===== src/rtl/uart_pkg.sv =====
// Shared types and constants for the UART transmit arbiter.
package uart_pkg;

  typedef enum logic [1:0] {
    IDLE      = 2'd0,
    START     = 2'd1,
    WAIT_DONE = 2'd2,
    GAP       = 2'd3
  } arb_state_t;

  typedef struct packed {
    logic [7:0] data;
    logic [3:0] len;
    logic       parity_en;
    logic       parity_type;
    logic       stop2;
  } frame_cfg_t;

  localparam logic [3:0] MIN_LEN = 4'd5;
  localparam logic [3:0] MAX_LEN = 4'd8;

  // Illegal data lengths fall back to a full 8-bit frame.
  function automatic logic [3:0] clamp_len(input logic [3:0] len);
    return ((len >= MIN_LEN) && (len <= MAX_LEN)) ? len : MAX_LEN;
  endfunction

endpackage


===== src/rtl/rr_picker.sv =====
// Combinational round-robin picker: first set request found searching
// ptr, ptr+1, ... modulo N.
module rr_picker #(
  parameter int N  = 4,
  parameter int IW = $clog2(N)
) (
  input  logic [N-1:0]  req,
  input  logic [IW-1:0] ptr,
  output logic [IW-1:0] grant,
  output logic          valid
);

  // Candidate index at each search offset from the pointer.
  logic [IW-1:0] cand [N];

  genvar gi;
  generate
    for (gi = 0; gi < N; gi++) begin : g_cand
      assign cand[gi] = IW'((int'(ptr) + gi) % N);
    end
  endgenerate

  // Scan offsets from farthest to nearest so the nearest hit wins.
  always_comb begin
    grant = '0;
    valid = 1'b0;
    for (int k = N - 1; k >= 0; k--) begin
      if (req[cand[k]]) begin
        grant = cand[k];
        valid = 1'b1;
      end
    end
  end

endmodule


===== src/rtl/uart_tx_arbiter.sv =====
// Round-robin arbiter sharing one UART transmitter among N byte requesters.
// Optional macro UART_ARB_FIXED_PRIO_EN: requester 0 takes absolute priority,
// the remaining requesters rotate among themselves.
module uart_tx_arbiter
  import uart_pkg::*;
#(
  parameter int N          = 4,
  parameter int GAP_CYCLES = 16,
  parameter int TIMEOUT    = 200000
) (
  input  logic                 clk,
  input  logic                 rst,
  input  logic [N-1:0]         req,
  input  logic [N*8-1:0]       req_data,
  input  logic [N*4-1:0]       req_len,
  input  logic [N-1:0]         req_parity_en,
  input  logic [N-1:0]         req_parity_type,
  input  logic [N-1:0]         req_stop2,
  output logic [N-1:0]         ack,
  output logic [N-1:0]         nak,
  output logic                 tx_start,
  output logic [7:0]           tx_data,
  output logic [3:0]           length,
  output logic                 parity_en,
  output logic                 parity_type,
  output logic                 stop2,
  input  logic                 tx_done,
  input  logic                 tx_err,
  output logic [$clog2(N)-1:0] grant_id,
  output logic                 busy,
  output logic                 timeout_err
);

  localparam int IW = $clog2(N);
  localparam int WW = $clog2(TIMEOUT + 1);
  localparam int GW = $clog2(GAP_CYCLES + 1);

  arb_state_t    state_reg;
  frame_cfg_t    cfg_reg;
  logic [IW-1:0] grant_reg;
  logic [IW-1:0] rr_ptr_reg;
  logic [IW-1:0] rr_ptr_next;
  logic [WW-1:0] wait_cnt_reg;
  logic [GW-1:0] gap_cnt_reg;
  logic          tx_start_reg;
  logic          busy_reg;
  logic          timeout_err_reg;
  logic [N-1:0]  ack_reg;
  logic [N-1:0]  nak_reg;

  // Per-requester frame configuration with the length already sanitised.
  frame_cfg_t req_cfg [N];

  genvar gi;
  generate
    for (gi = 0; gi < N; gi++) begin : g_cfg
      assign req_cfg[gi] = {req_data[8*gi +: 8], clamp_len(req_len[4*gi +: 4]),
                            req_parity_en[gi], req_parity_type[gi], req_stop2[gi]};
    end
  endgenerate

  logic [N-1:0]  pick_mask;
  logic [IW-1:0] pick_grant;
  logic          pick_valid;
  logic [IW-1:0] win_id;
  logic          win_valid;

`ifdef UART_ARB_FIXED_PRIO_EN
  // Requester 0 bypasses the rotation; the picker only sees the others.
  assign pick_mask = {req[N-1:1], 1'b0};
  assign win_valid = req[0] | pick_valid;
  assign win_id    = req[0] ? '0 : pick_grant;
`else
  assign pick_mask = req;
  assign win_valid = pick_valid;
  assign win_id    = pick_grant;
`endif

  rr_picker #(.N(N)) u_picker (
    .req   (pick_mask),
    .ptr   (rr_ptr_reg),
    .grant (pick_grant),
    .valid (pick_valid)
  );

  // Pointer moves just past the owner of the frame that just finished.
  always_comb begin
    rr_ptr_next = (int'(grant_reg) == N - 1) ? '0 : grant_reg + 1'b1;
`ifdef UART_ARB_FIXED_PRIO_EN
    if (rr_ptr_next == '0) rr_ptr_next = IW'(1);
`endif
  end

  // Arbitration FSM with all outputs registered.
  always_ff @(posedge clk) begin
    if (rst) begin
      state_reg       <= IDLE;
      cfg_reg         <= '0;
      grant_reg       <= '0;
      rr_ptr_reg      <= '0;
      wait_cnt_reg    <= '0;
      gap_cnt_reg     <= '0;
      tx_start_reg    <= 1'b0;
      busy_reg        <= 1'b0;
      timeout_err_reg <= 1'b0;
      ack_reg         <= '0;
      nak_reg         <= '0;
    end else begin
      ack_reg <= '0;
      nak_reg <= '0;
      case (state_reg)
        IDLE: begin
          if (win_valid) begin
            cfg_reg   <= req_cfg[win_id];
            grant_reg <= win_id;
            busy_reg  <= 1'b1;
            state_reg <= START;
          end
        end
        START: begin
          tx_start_reg <= 1'b1;
          wait_cnt_reg <= '0;
          state_reg    <= WAIT_DONE;
        end
        WAIT_DONE: begin
          if (tx_err || tx_done || (wait_cnt_reg == WW'(TIMEOUT - 1))) begin
            // An error pulse outranks a simultaneous done pulse.
            if (tx_done && !tx_err) ack_reg <= N'(1) << grant_reg;
            else                    nak_reg <= N'(1) << grant_reg;
            if (!tx_err && !tx_done) timeout_err_reg <= 1'b1;
            tx_start_reg <= 1'b0;
            rr_ptr_reg   <= rr_ptr_next;
            gap_cnt_reg  <= '0;
            state_reg    <= GAP;
          end else begin
            wait_cnt_reg <= wait_cnt_reg + 1'b1;
          end
        end
        GAP: begin
          if (gap_cnt_reg == GW'(GAP_CYCLES - 1)) begin
            busy_reg  <= 1'b0;
            state_reg <= IDLE;
          end else begin
            gap_cnt_reg <= gap_cnt_reg + 1'b1;
          end
        end
        default: state_reg <= IDLE;
      endcase
    end
  end

  assign ack         = ack_reg;
  assign nak         = nak_reg;
  assign tx_start    = tx_start_reg;
  assign tx_data     = cfg_reg.data;
  assign length      = cfg_reg.len;
  assign parity_en   = cfg_reg.parity_en;
  assign parity_type = cfg_reg.parity_type;
  assign stop2       = cfg_reg.stop2;
  assign grant_id    = grant_reg;
  assign busy        = busy_reg;
  assign timeout_err = timeout_err_reg;

endmodule

===== config.mk =====
export PLATFORM = sky130hd
export DESIGN_NAME = uart_tx_arbiter
export DESIGN_NICKNAME = d
export VERILOG_FILES = /design/src/rtl/uart_pkg.sv /design/src/rtl/rr_picker.sv /design/src/rtl/uart_tx_arbiter.sv
export SDC_FILE = /design/constraint.sdc
export NUM_CORES = 1
export LEC_CHECK = 0
export BUFFER_PORTS_ARGS = -buffer_cell sky130_fd_sc_hd__buf_2
export CAP_MARGIN = 20
export CORE_UTILIZATION = 55
export DETAILED_ROUTE_END_ITERATION = 16
export MAX_ROUTING_LAYER = met4
export PLACE_DENSITY = 0.85
export SYNTH_ARGS = -nofsm -noshare
export SYNTH_HDL_FRONTEND = slang
export SYNTH_SLANG_ARGS = --single-unit

===== constraint.sdc =====
create_clock -name clk -period 3.7 [get_ports clk]
set_clock_uncertainty 0.15 [all_clocks]
set_input_delay 1.11 -clock clk [delete_from_list [all_inputs] [get_ports clk]]
set_output_delay 1.11 -clock clk [all_outputs]
set_load 0.01 [all_outputs]

==> results.toml, run 1 <==
[clock_tree]
cts_buffers = 5
path_clk_slew_ps = 100
cts_resized = 0
hold_buffers = 0
cts_buffer_depth = 2
ctsHtreeMaxLevel = 2
clk_latency_ps = 310
post_cts_buffers = 0
cts_num_sinks = 55
cts-root-buf = "clkbuf_8"
tritoncts = "yes"

[synth]
ys_warn_count = 0
synth_seq_cells = 55
synthTopCellsByArea = "dfxtp_1 (36%), mux2i_1 (7.6%), ha_1 (4.5%)"
seq_area_frac_synth_pct = 36.33
yosysTopAreaCell = "dfxtp_1"
synth_nets = 429
synth-edff-count = 0
netlist_area_um2 = 3030
dominantRegCellSynth = "dfxtp_1"
yosysUniqueCellTypes = 52
synth_top_area_share_pct = 36.33
async_reset_ff_share_pct = 0
syn_area_per_cell_um2 = 8.658
synth_cells = 350

[pwr]
p_sw_w = 0.0006057
power_frac_seq_pct = 42.9
p_clk_share_pct = 21.9
finalPower_w = 0.001684
p_sw_share_pct = 35.97
p_int_w = 0.001078
power-per-cell-area_nw_per_um2 = 466.9
p_leak_nw = 1.616
ir_drop_v = 0.0002567
combinationalPowerShare_pct = 35.2

[sta]
slew_viol_final = 0
setup_violations = 0
grt_setup_unrepaired = "false"
setup_tns_ps = 0
fmax_ghz = 0.3767
worst-slew-pin-transition_ps = 552.2
slew_headroom_pct = 63.14
finalHoldViolations = 0
period_share_pct = 71.75
timing.final.crit_period_ps = 2655

[route]
vias = 2931
vias_per_cell = 5.770
wirelength_mm = 7.164
ant_nets = 0
dr.pass1.iters = 4
drcViolationCount = 0
drt-initial-drc-count = 193
wire_per_inst_um = 14.10

[placed_design]
hpwlAfterDp_mm = 5.255
port_buffers = 95
gp_congestion = 0.8373

[setup_path]
critPathBufInv = 2
critical_path_arrival_ps = 2690
startpoint = "req[1]"
critical_path.max_fanout = 29
rr_startpoint = "state_reg[0]"
max_stage_delay_ps = 370
crit_family = "simple AND/OR/NAND/NOR gates"
worstSetupPathType = "in -> reg"
start_kind = "primary input"
cpMaxStageDelayCell = "buf_4"
critical_path_required_ps = 3740
path_cells = "buf_2 -> nor2_1 -> nand4bb_1 -> and2_1 -> buf_4 -> mux2i_1 -> o221ai_1"
endpoint_kind = "flop"

[global_routing]
gr-total-overflow = 0
grt_max_degree = 30
grt_pass1_wl_mm = 12.00
antenna_found_initial = 0
grt_pass1_vias = 2632
grtUsageTotal_pct = 26.03

[flow_run]
drv_cap = 0

[floorplan]
initial_utilization_pct = 58.22
placementRows = 26
core-area_um2 = 5205
io_pins = 96
die_area_um2 = 5811
dieHeight_um = 76.23
die_w_um = 76.23

[final_layout]
syn_to_final_growth_pct = 18.99
drive_above_1_share_pct = 26.48
nets = 516
fin_util_pct = 69.28
largest_reg_flops = 18
n_antenna_cell = 0

[hold_path]
hp-class = "reg -> reg"
min_from = "parity_en"

[outcome]
outcome = "finished, final reports clean"
worst reg2reg max path, stage by stage, from the launching register on:
cell and delay, ps:
dfxtp_1 350, inv_1 80, ha_1 370, o21ai_1 260
and4_1 440, nand4_1 150, or3_1 320, a21oi_1 140
path summary, 6_finish.rpt:
| path | end | slack [ps] | cells after the start |
|---|---|---|---|
| max reg2reg | wait_cnt_reg[11] | 1390 | 7 |
| min reg2reg | parity_en | 320 | 2 |
| min | parity_en | 320 | 2 |
| max | tx_data[3] | 1050 | 7 |
power groups by stage:
stage / Combinational (W) / Clock (W) / Sequential (W)
4_1_cts: 0.000579 / 0.000369 / 0.000722
2_1_floorplan: 0.000376 / 0 / 0.000758
5_1_grt: 0.000650 / 0.000392 / 0.000734
6_report: 0.000592 / 0.000369 / 0.000723
3_3_place_gp: 0.000555 / 0 / 0.000733
3_5_place_dp: 0.000572 / 0 / 0.000733
logic make-up (layout without fill, tap and decap cells):
logic type,Yosys count,after routing,share of synthesized area (%)
AOI/OAI and AO/OA,79,79,17.22
muxes,24,24,7.969
buffers and inverters,30,118,4.996
DFF,55,55,36.33
xor gates and xnor gates,8,8,2.312
and+or+nand+nor,143,143,26.63
adders and majority gates,11,11,4.542
final cells by class:
type                       instances  area, µm²
clock buffer                       8      100.1
fill                             428       1599
inverter                          13      48.80
multi-input combinational        265       1778
sequential                        55       1101
tap                               70      87.58
timing repair buffer              97      490.5
cells in the mapped netlist (2+ instances only):
library cell,number
dfxtp_1,55
nand2_1,35
nor2_1,25
mux2i_1,23
a21oi_1,21
o21ai_0,16
inv_1,13
or3_1,13
nand4_1,12
o221ai_1,12
ha_1,11
nand3_1,9
and2_1,7
buf_2,7
and3_1,6
clkbuf_1,6
and4_1,5
nand2b_1,5
nor2b_1,5
nor3_1,5
o21ai_1,5
xnor2_1,5
buf_6,4
o211ai_1,4
o21a_1,4
a31oi_1,3
xor2_1,3
a22o_1,2
a311oi_1,2
nor3b_1,2
nor4b_2,2
o21bai_1,2
o22ai_1,2
through the flow:
step | instance area (µm²) | hold WS [ps] | setup slack (ps) | std cells
2_1_floorplan | 3030 | 297.1 | 1180 | 350
3_3_place_gp | 3498 | 288.7 | 825.3 | 499
3_5_place_dp | 3498 | 296.3 | 727.3 | 499
4_1_cts | 3598 | 321.2 | 1066 | 507
5_1_grt | 3606 | 350.3 | 810.8 | 508
6_report | 3606 | 321.2 | 1045 | 508
cell usage in the layout, fill, tap and decap left out, types with 2 or more instances in the layout:
master / synthesis / layout
nand3_1: 9 / 9
ha_1: 11 / 11
and4_1: 5 / 5
o211ai_1: 4 / 4
xnor2_1: 5 / 5
xor2_1: 3 / 3
o221ai_1: 12 / 12
or3_1: 13 / 13
o21ai_0: 16 / 16
o21ai_1: 5 / 5
buf_4: 0 / 2
inv_1: 13 / 13
dfxtp_1: 55 / 55
nor2b_1: 5 / 5
nand4_1: 12 / 12
mux2i_1: 23 / 23
a22o_1: 2 / 2
and3_1: 6 / 6
o21a_1: 4 / 4
nor3_1: 5 / 5
nor3b_1: 2 / 2
nor2_1: 25 / 25
nand2b_1: 5 / 5
and2_1: 7 / 7
o21bai_1: 2 / 2
nor4b_2: 2 / 2
buf_2: 7 / 95
a21oi_1: 21 / 21
clkbuf_8: 0 / 7
nand2_1: 35 / 35
o22ai_1: 2 / 2
a311oi_1: 2 / 2
a31oi_1: 3 / 3
per-layer routing:
layer / up-vias / routed length (µm) / GRT usage (%)
met3: 18 / 264 / 4.790
met2: 90 / 3635 / 44.86
li1: 1452 / - / -
met1: 1371 / 3109 / 30.64
met5: - / 0 / -
met4: 0 / 155 / 8.077
No activity file was read; power rests on OpenSTA's default activity.
==> inputs of run 2 (changes only) <==
- CORE_UTILIZATION: 55 -> 46
- PLACE_DENSITY: 0.85 -> 0.76
- clock period: 3.7 -> 2.35 ns (I/O delays scaled with it)
==> run 2 against run 1 <==
Compared with the run above:
- combinational power grew 76%
- clock-buffer cell count shrank 2
- setup slack lost 860 ps
- non-clock buffer count grew 12
- sequential share of layout area shrank 1.2 points
- via count shrank 1.3%
- flip-flop and latch count is the same
- register-to-register slack lost 1200 ps
- critical endpoint is now gap_cnt_reg[1]
- largest cell class unchanged
==> results.toml, run 2 (same netlist as run 1, synthesis figures left out) <==
[outcome]
outcome = "finished, final reports clean"

[floorplan]
placementRows = 29
die_w_um = 83.17
die_area_um2 = 6916
io_pins = 96
initial_utilization_pct = 47.72
core-area_um2 = 6350
dieHeight_um = 83.17

[sta]
slew_headroom_pct = 68.05
slew_viol_final = 0
period_share_pct = 92.03
holdWs_ps = 314.4
fmax_ghz = 0.4624
setup_violations = 0
finalHoldViolations = 0
setup_tns_ps = 0
grt_setup_unrepaired = "false"
timing.final.crit_period_ps = 2163
worst-slew-pin-transition_ps = 474.9

[flow_run]
drv_cap = 0

[final_layout]
fin_cells = 527
layout.cells.most_common_list = "buf_2 (95), dfxtp_1 (55), nand2_1 (35)"
n_antenna_cell = 0
nets = 528
drive_above_1_share_pct = 28.67
syn_to_final_growth_pct = 24.07
final_common_cell = "buf_2"
fillers = 556
largest_reg_flops = 18

[route]
dr.pass1.iters = 5
vias = 2892
drcViolationCount = 0
wirelength_mm = 7.098
ant_nets = 0
drt-initial-drc-count = 228
wire_per_inst_um = 13.47
vias_per_cell = 5.488

[hold_path]
hp-class = "reg -> reg"
min_from = "tx_data[6]"
min_to = "tx_data[6]"
hold_path_depth = 2

[clock_tree]
post_cts_buffers = 0
tritoncts = "yes"
cts_buffer_depth = 2
cts-root-buf = "clkbuf_8"
clk_latency_ps = 300
cts_buffers = 5
hold_buffers = 0
cts_num_sinks = 55
cts_resized = 0
path_clk_slew_ps = 100
ctsHtreeMaxLevel = 2

[global_routing]
grtUsageTotal_pct = 20.79
grt_max_degree = 30
grt_pass1_wl_mm = 11.67
grt_pass1_vias = 2651
gr-total-overflow = 0
antenna_found_initial = 0

[pwr]
combinationalPowerShare_pct = 36.9
power_frac_seq_pct = 40.3
p_leak_nw = 1.697
p_int_w = 0.001861
p_sw_w = 0.0009510
power-per-cell-area_nw_per_um2 = 748.0
p_clk_share_pct = 22.8
p_sw_share_pct = 33.81
ir_drop_v = 0.0004360

[setup_path]
critical_path_arrival_ps = 2210
ff2ff_setup_slack_ps = 190
reg2regPathDepth = 6
rr_startpoint = "wait_cnt_reg[0]"
critical_path.max_fanout = 12
critical_path_required_ps = 2390
start_kind = "flop"
r2r-end = "gap_cnt_reg[1]"
worstSetupPathType = "reg -> reg"
endpoint_kind = "flop"

[placed_design]
dpl.cell_count = 519
hpwlAfterDp_mm = 5.592
port_buffers = 95
gp_congestion = 0.8895
==> run 2: cell count changes in the layout (fill, tap and decap cells not counted), sizes merged <==
| cell | previous run | this run |
|---|---|---|
| clkinv | 0 | 1 |
| bufinv | 0 | 1 |
| buf | 97 | 109 |
| clkbuf | 8 | 6 |
==> run 2: area by class of cell <==
cell class	count	area, µm²	share of cell area, %
Clock inverter	2	35.03	0.9318
Sequential cell	55	1101	29.28
Multi-Input combinational cell	265	1778	47.29
Tap cell	77	96.34	2.562
Inverter	13	48.80	1.298
Timing Repair Buffer	109	618.1	16.44
Clock buffer	6	82.58	2.196
==> run 2: worst max-delay path, stage by stage, from the launching register on <==
cell and delay, ps:
dfxtp_1 390, ha_1 230, and2_0 280, and3_2 270, a21oi_2 140, o31a_1 350
a22o_1 240
==> run 2: how the worst max path moves through the flow <==
stage,from,endpoint,slack (ps),cells after the start
after floorplan,rst,parity_en,240,5
after global placement,req[1],length[0],150,6
after detailed placement,req[1],length[0],80,6
after CTS,wait_cnt_reg[0],gap_cnt_reg[1],240,6
after global routing,wait_cnt_reg[0],gap_cnt_reg[1],120,6
final,wait_cnt_reg[0],gap_cnt_reg[1],190,6
==> run 2: power groups by stage <==
| stage | Clock (W) | Sequential, W | Combinational [W] |
|---|---|---|---|
| after global routing | 0.000690 | 0.00115 | 0.00114 |
| final | 0.000641 | 0.00113 | 0.00104 |
| after floorplan | 0 | 0.00119 | 0.000592 |
| after detailed placement | 0 | 0.00115 | 0.00103 |
| after CTS | 0.000658 | 0.00113 | 0.00104 |
| after global placement | 0 | 0.00115 | 0.00102 |
==> run 2: metrics by stage <==
stage / total power, W / worst slack [ps] / util, % / instance area (µm²)
after floorplan: 0.001786 / 235.1 / - / 3030
after global placement: 0.002166 / 146.6 / 57.36 / 3642
after detailed placement: 0.002186 / 75.90 / 57.36 / 3642
after CTS: 0.002826 / 239.1 / 59.21 / 3760
after global routing: 0.002976 / 124.7 / 59.21 / 3760
final: 0.002812 / 187.3 / 59.21 / 3760
==> run 2: per-layer routing <==
layer  vias to the layer above  track usage (%)  part of all wire, %
li1                       1473                -                    -
met5                         -                -                    0
met1                      1334            25.58                   45
met4                         0            4.702                 0.75
met3                         5            3.579                  4.1
met2                        80            35.62                   50
==> inputs of run 3 (changes only) <==
- ABC_AREA: default -> 1
- CORE_UTILIZATION: 46 -> 48
- PLACE_DENSITY: 0.76 -> 0.77
==> run 3 against run 2 <==
Compared with the run above:
- worst hold slack gained 6.8 ps
- highest routed layer unchanged
- fmax up 2.9%
- synthesized cell count rose by 51%
- sequential power is 9.7% higher
- register-to-register slack better by 60 ps
- critical path type unchanged
- non-clock buffer count rose by 3
- cell count up 37%
- setup slack improved by 61 ps
- utilization down 0.42 points
==> results.toml, run 3 <==
[synth]
synth_commonest_cells = "nand2_1 (102), nand3_1 (74), nor2_1 (56), dfxtp_1 (55), inv_1 (46)"
synth-simple-area-share_pct = 39.46
syn_area_per_cell_um2 = 6.847
synth-edff-count = 0
yosysTopAreaCell = "dfxtp_1"
yosysUniqueCellTypes = 33
synthAdderAreaFrac_pct = 3.814
synth_compound_area_share_pct = 12.03
ys_warn_count = 0
yosysMostFrequentCell = "nand2_1"
synth_mux_area_share_pct = 0
dominantRegCellSynth = "dfxtp_1"
synth_seq_cells = 55
synth_top_family_by_area = "simple AND/OR/NAND/NOR gates"
async_reset_ff_share_pct = 0
synth_nets = 606
seq_area_frac_synth_pct = 30.51
synth_cells = 527
synthTopCellsByArea = "dfxtp_1 (31%), nand2_1 (11%), nand3_1 (10%)"
synth_top_area_share_pct = 30.51
synthXorXnorAreaFrac_pct = 3.398
netlist_area_um2 = 3608

[final_layout]
syn_to_final_growth_pct = 18.17
drive_above_1_share_pct = 27.33
multi_input_area_um2 = 2118
fillers = 694
layout.cells.most_common_list = "nand2_1 (102), buf_2 (95), nand3_1 (74)"
fin_cells = 721
nets = 700
largest_reg_flops = 18
final-seq-area_um2 = 1101
final_common_cell = "nand2_1"
n_antenna_cell = 0

[clock_tree]
hold_buffers = 0
post_cts_buffers = 0
cts_resized = 0
cts-root-buf = "clkbuf_8"
clk_latency_ps = 310
cts_num_sinks = 55
cts_buffers = 5
cts_buffer_depth = 2
ctsHtreeMaxLevel = 2
path_clk_slew_ps = 100
tritoncts = "yes"

[setup_path]
max_stage_delay_ps = 440
start_kind = "flop"
critical_path_required_ps = 2430
critical_path_arrival_ps = 2190
critical_path.max_fanout = 7
crit_top_cell = "nand2_1"
path_cells = "ha_1 -> nand3_1 -> nor4_1 -> nand4_1 -> nand2_1 -> nand2_2 -> nand2_4 -> buf_4 -> nand2_1 -> a21oi_1"
cpMaxStageDelayCell = "dfxtp_1"
worstSetupPathType = "reg -> reg"
endpoint_kind = "flop"

[pwr]
power_frac_seq_pct = 30.1
p_sw_share_pct = 46.21
ir_drop_v = 0.0005476
p_sw_w = 0.001908
p_leak_nw = 1.959
p_clk_share_pct = 12.3
p_int_w = 0.002221
combinationalPowerShare_pct = 57.5
power-per-cell-area_nw_per_um2 = 968.1

[sta]
setup_violations = 0
timing.final.crit_period_ps = 2102
setup_ws_ps = 248.1
period_share_pct = 89.44
setup_tns_ps = 0
slew_headroom_pct = 70.57
fmax_ghz = 0.4757
grt_setup_unrepaired = "false"
finalHoldViolations = 0
worst-slew-pin-transition_ps = 440.7
slew_viol_final = 0

[floorplan]
dieHeight_um = 88.71
die_area_um2 = 7869
placementRows = 31
initial_utilization_pct = 49.75
die_w_um = 88.71
io_pins = 96
core-area_um2 = 7253

[route]
wirelength_mm = 8.462
dr.pass1.iters = 4
ant_nets = 0
vias = 3722
wire_per_inst_um = 11.74
vias_per_cell = 5.162
drt-initial-drc-count = 178
drcViolationCount = 0

[global_routing]
gr-total-overflow = 0
grt_pass1_wl_mm = 14.77
grt_max_degree = 30
grtUsageTotal_pct = 23.92
grt_pass1_vias = 3492
antenna_found_initial = 0

[placed_design]
dpl.cell_count = 713
port_buffers = 95
gp_congestion = 0.9463
hpwlAfterDp_mm = 6.750
pre_cts_slack_ps = 70.48

[outcome]
outcome = "finished, final reports clean"

[flow_run]
drv_cap = 0

[hold_path]
hp-class = "reg -> reg"
==> run 3: area by class of cell <==
type                       count  area share, %
timing repair buffer         112          15.02
clock buffer                   6          1.702
sequential                    55          25.82
clock inverter                 2         0.2934
inverter                      52          4.577
multi-input combinational    395          49.68
tap                           99          2.905
==> run 3: worst paths after layout <==
path	from	to	slack, ps	depth (start not counted)
max	wait_cnt_reg[0]	wait_cnt_reg[17]	250	10
min	timeout_err	timeout_err	320	1
max reg2reg	wait_cnt_reg[0]	wait_cnt_reg[17]	250	10
min reg2reg	timeout_err	timeout_err	320	1
==> run 3: logic make-up (layout without fill, tap and decap cells) <==
kind of cell / after synthesis / after routing
compound gates: 75 / 75
xor+xnor: 14 / 14
fa+ha+maj: 11 / 11
buf+inv: 77 / 172
flops: 55 / 55
simple gates: 295 / 295
==> run 3: worst max-delay path: cells and delay by family (launching register included) <==
family	cells	cell delay (ps)
and+or+nand+nor	7	880
adders and majority gates	1	250
AOI/OAI and AO/OA	1	150
DFF	1	440
buffers and inverters	1	150
==> run 3: per-stage QoR <==
step / hold slack, ps / power, W / cell area, µm² / util, %
floorplan: 295.3 / 0.003090 / 3608 / -
global route: 341.6 / 0.004511 / 4264 / 58.79
global placement: 297.6 / 0.003581 / 4179 / 57.62
detailed placement: 302.4 / 0.003633 / 4179 / 57.62
CTS: 326.2 / 0.004158 / 4264 / 58.79
finish: 321.2 / 0.004128 / 4264 / 58.79
==> run 3: per-layer routing <==
layer  vias to the layer above  part of all wire, %  track usage, %
li1                       1917                    -               -
met1                      1667                   45           27.99
met2                       128                   49           41.40
met3                        10                  4.8           4.198
met4                         0                  1.4           7.771
met5                         -                    0               -
==> run 3: power by group through the flow <==
stage               clock network, W  registers (W)  logic, W
finish                      0.000509        0.00124   0.00238
detailed placement                 0        0.00127   0.00237
global placement                   0        0.00126   0.00232
global route                0.000570        0.00127   0.00267
CTS                         0.000535        0.00125   0.00238
floorplan                          0        0.00130   0.00179
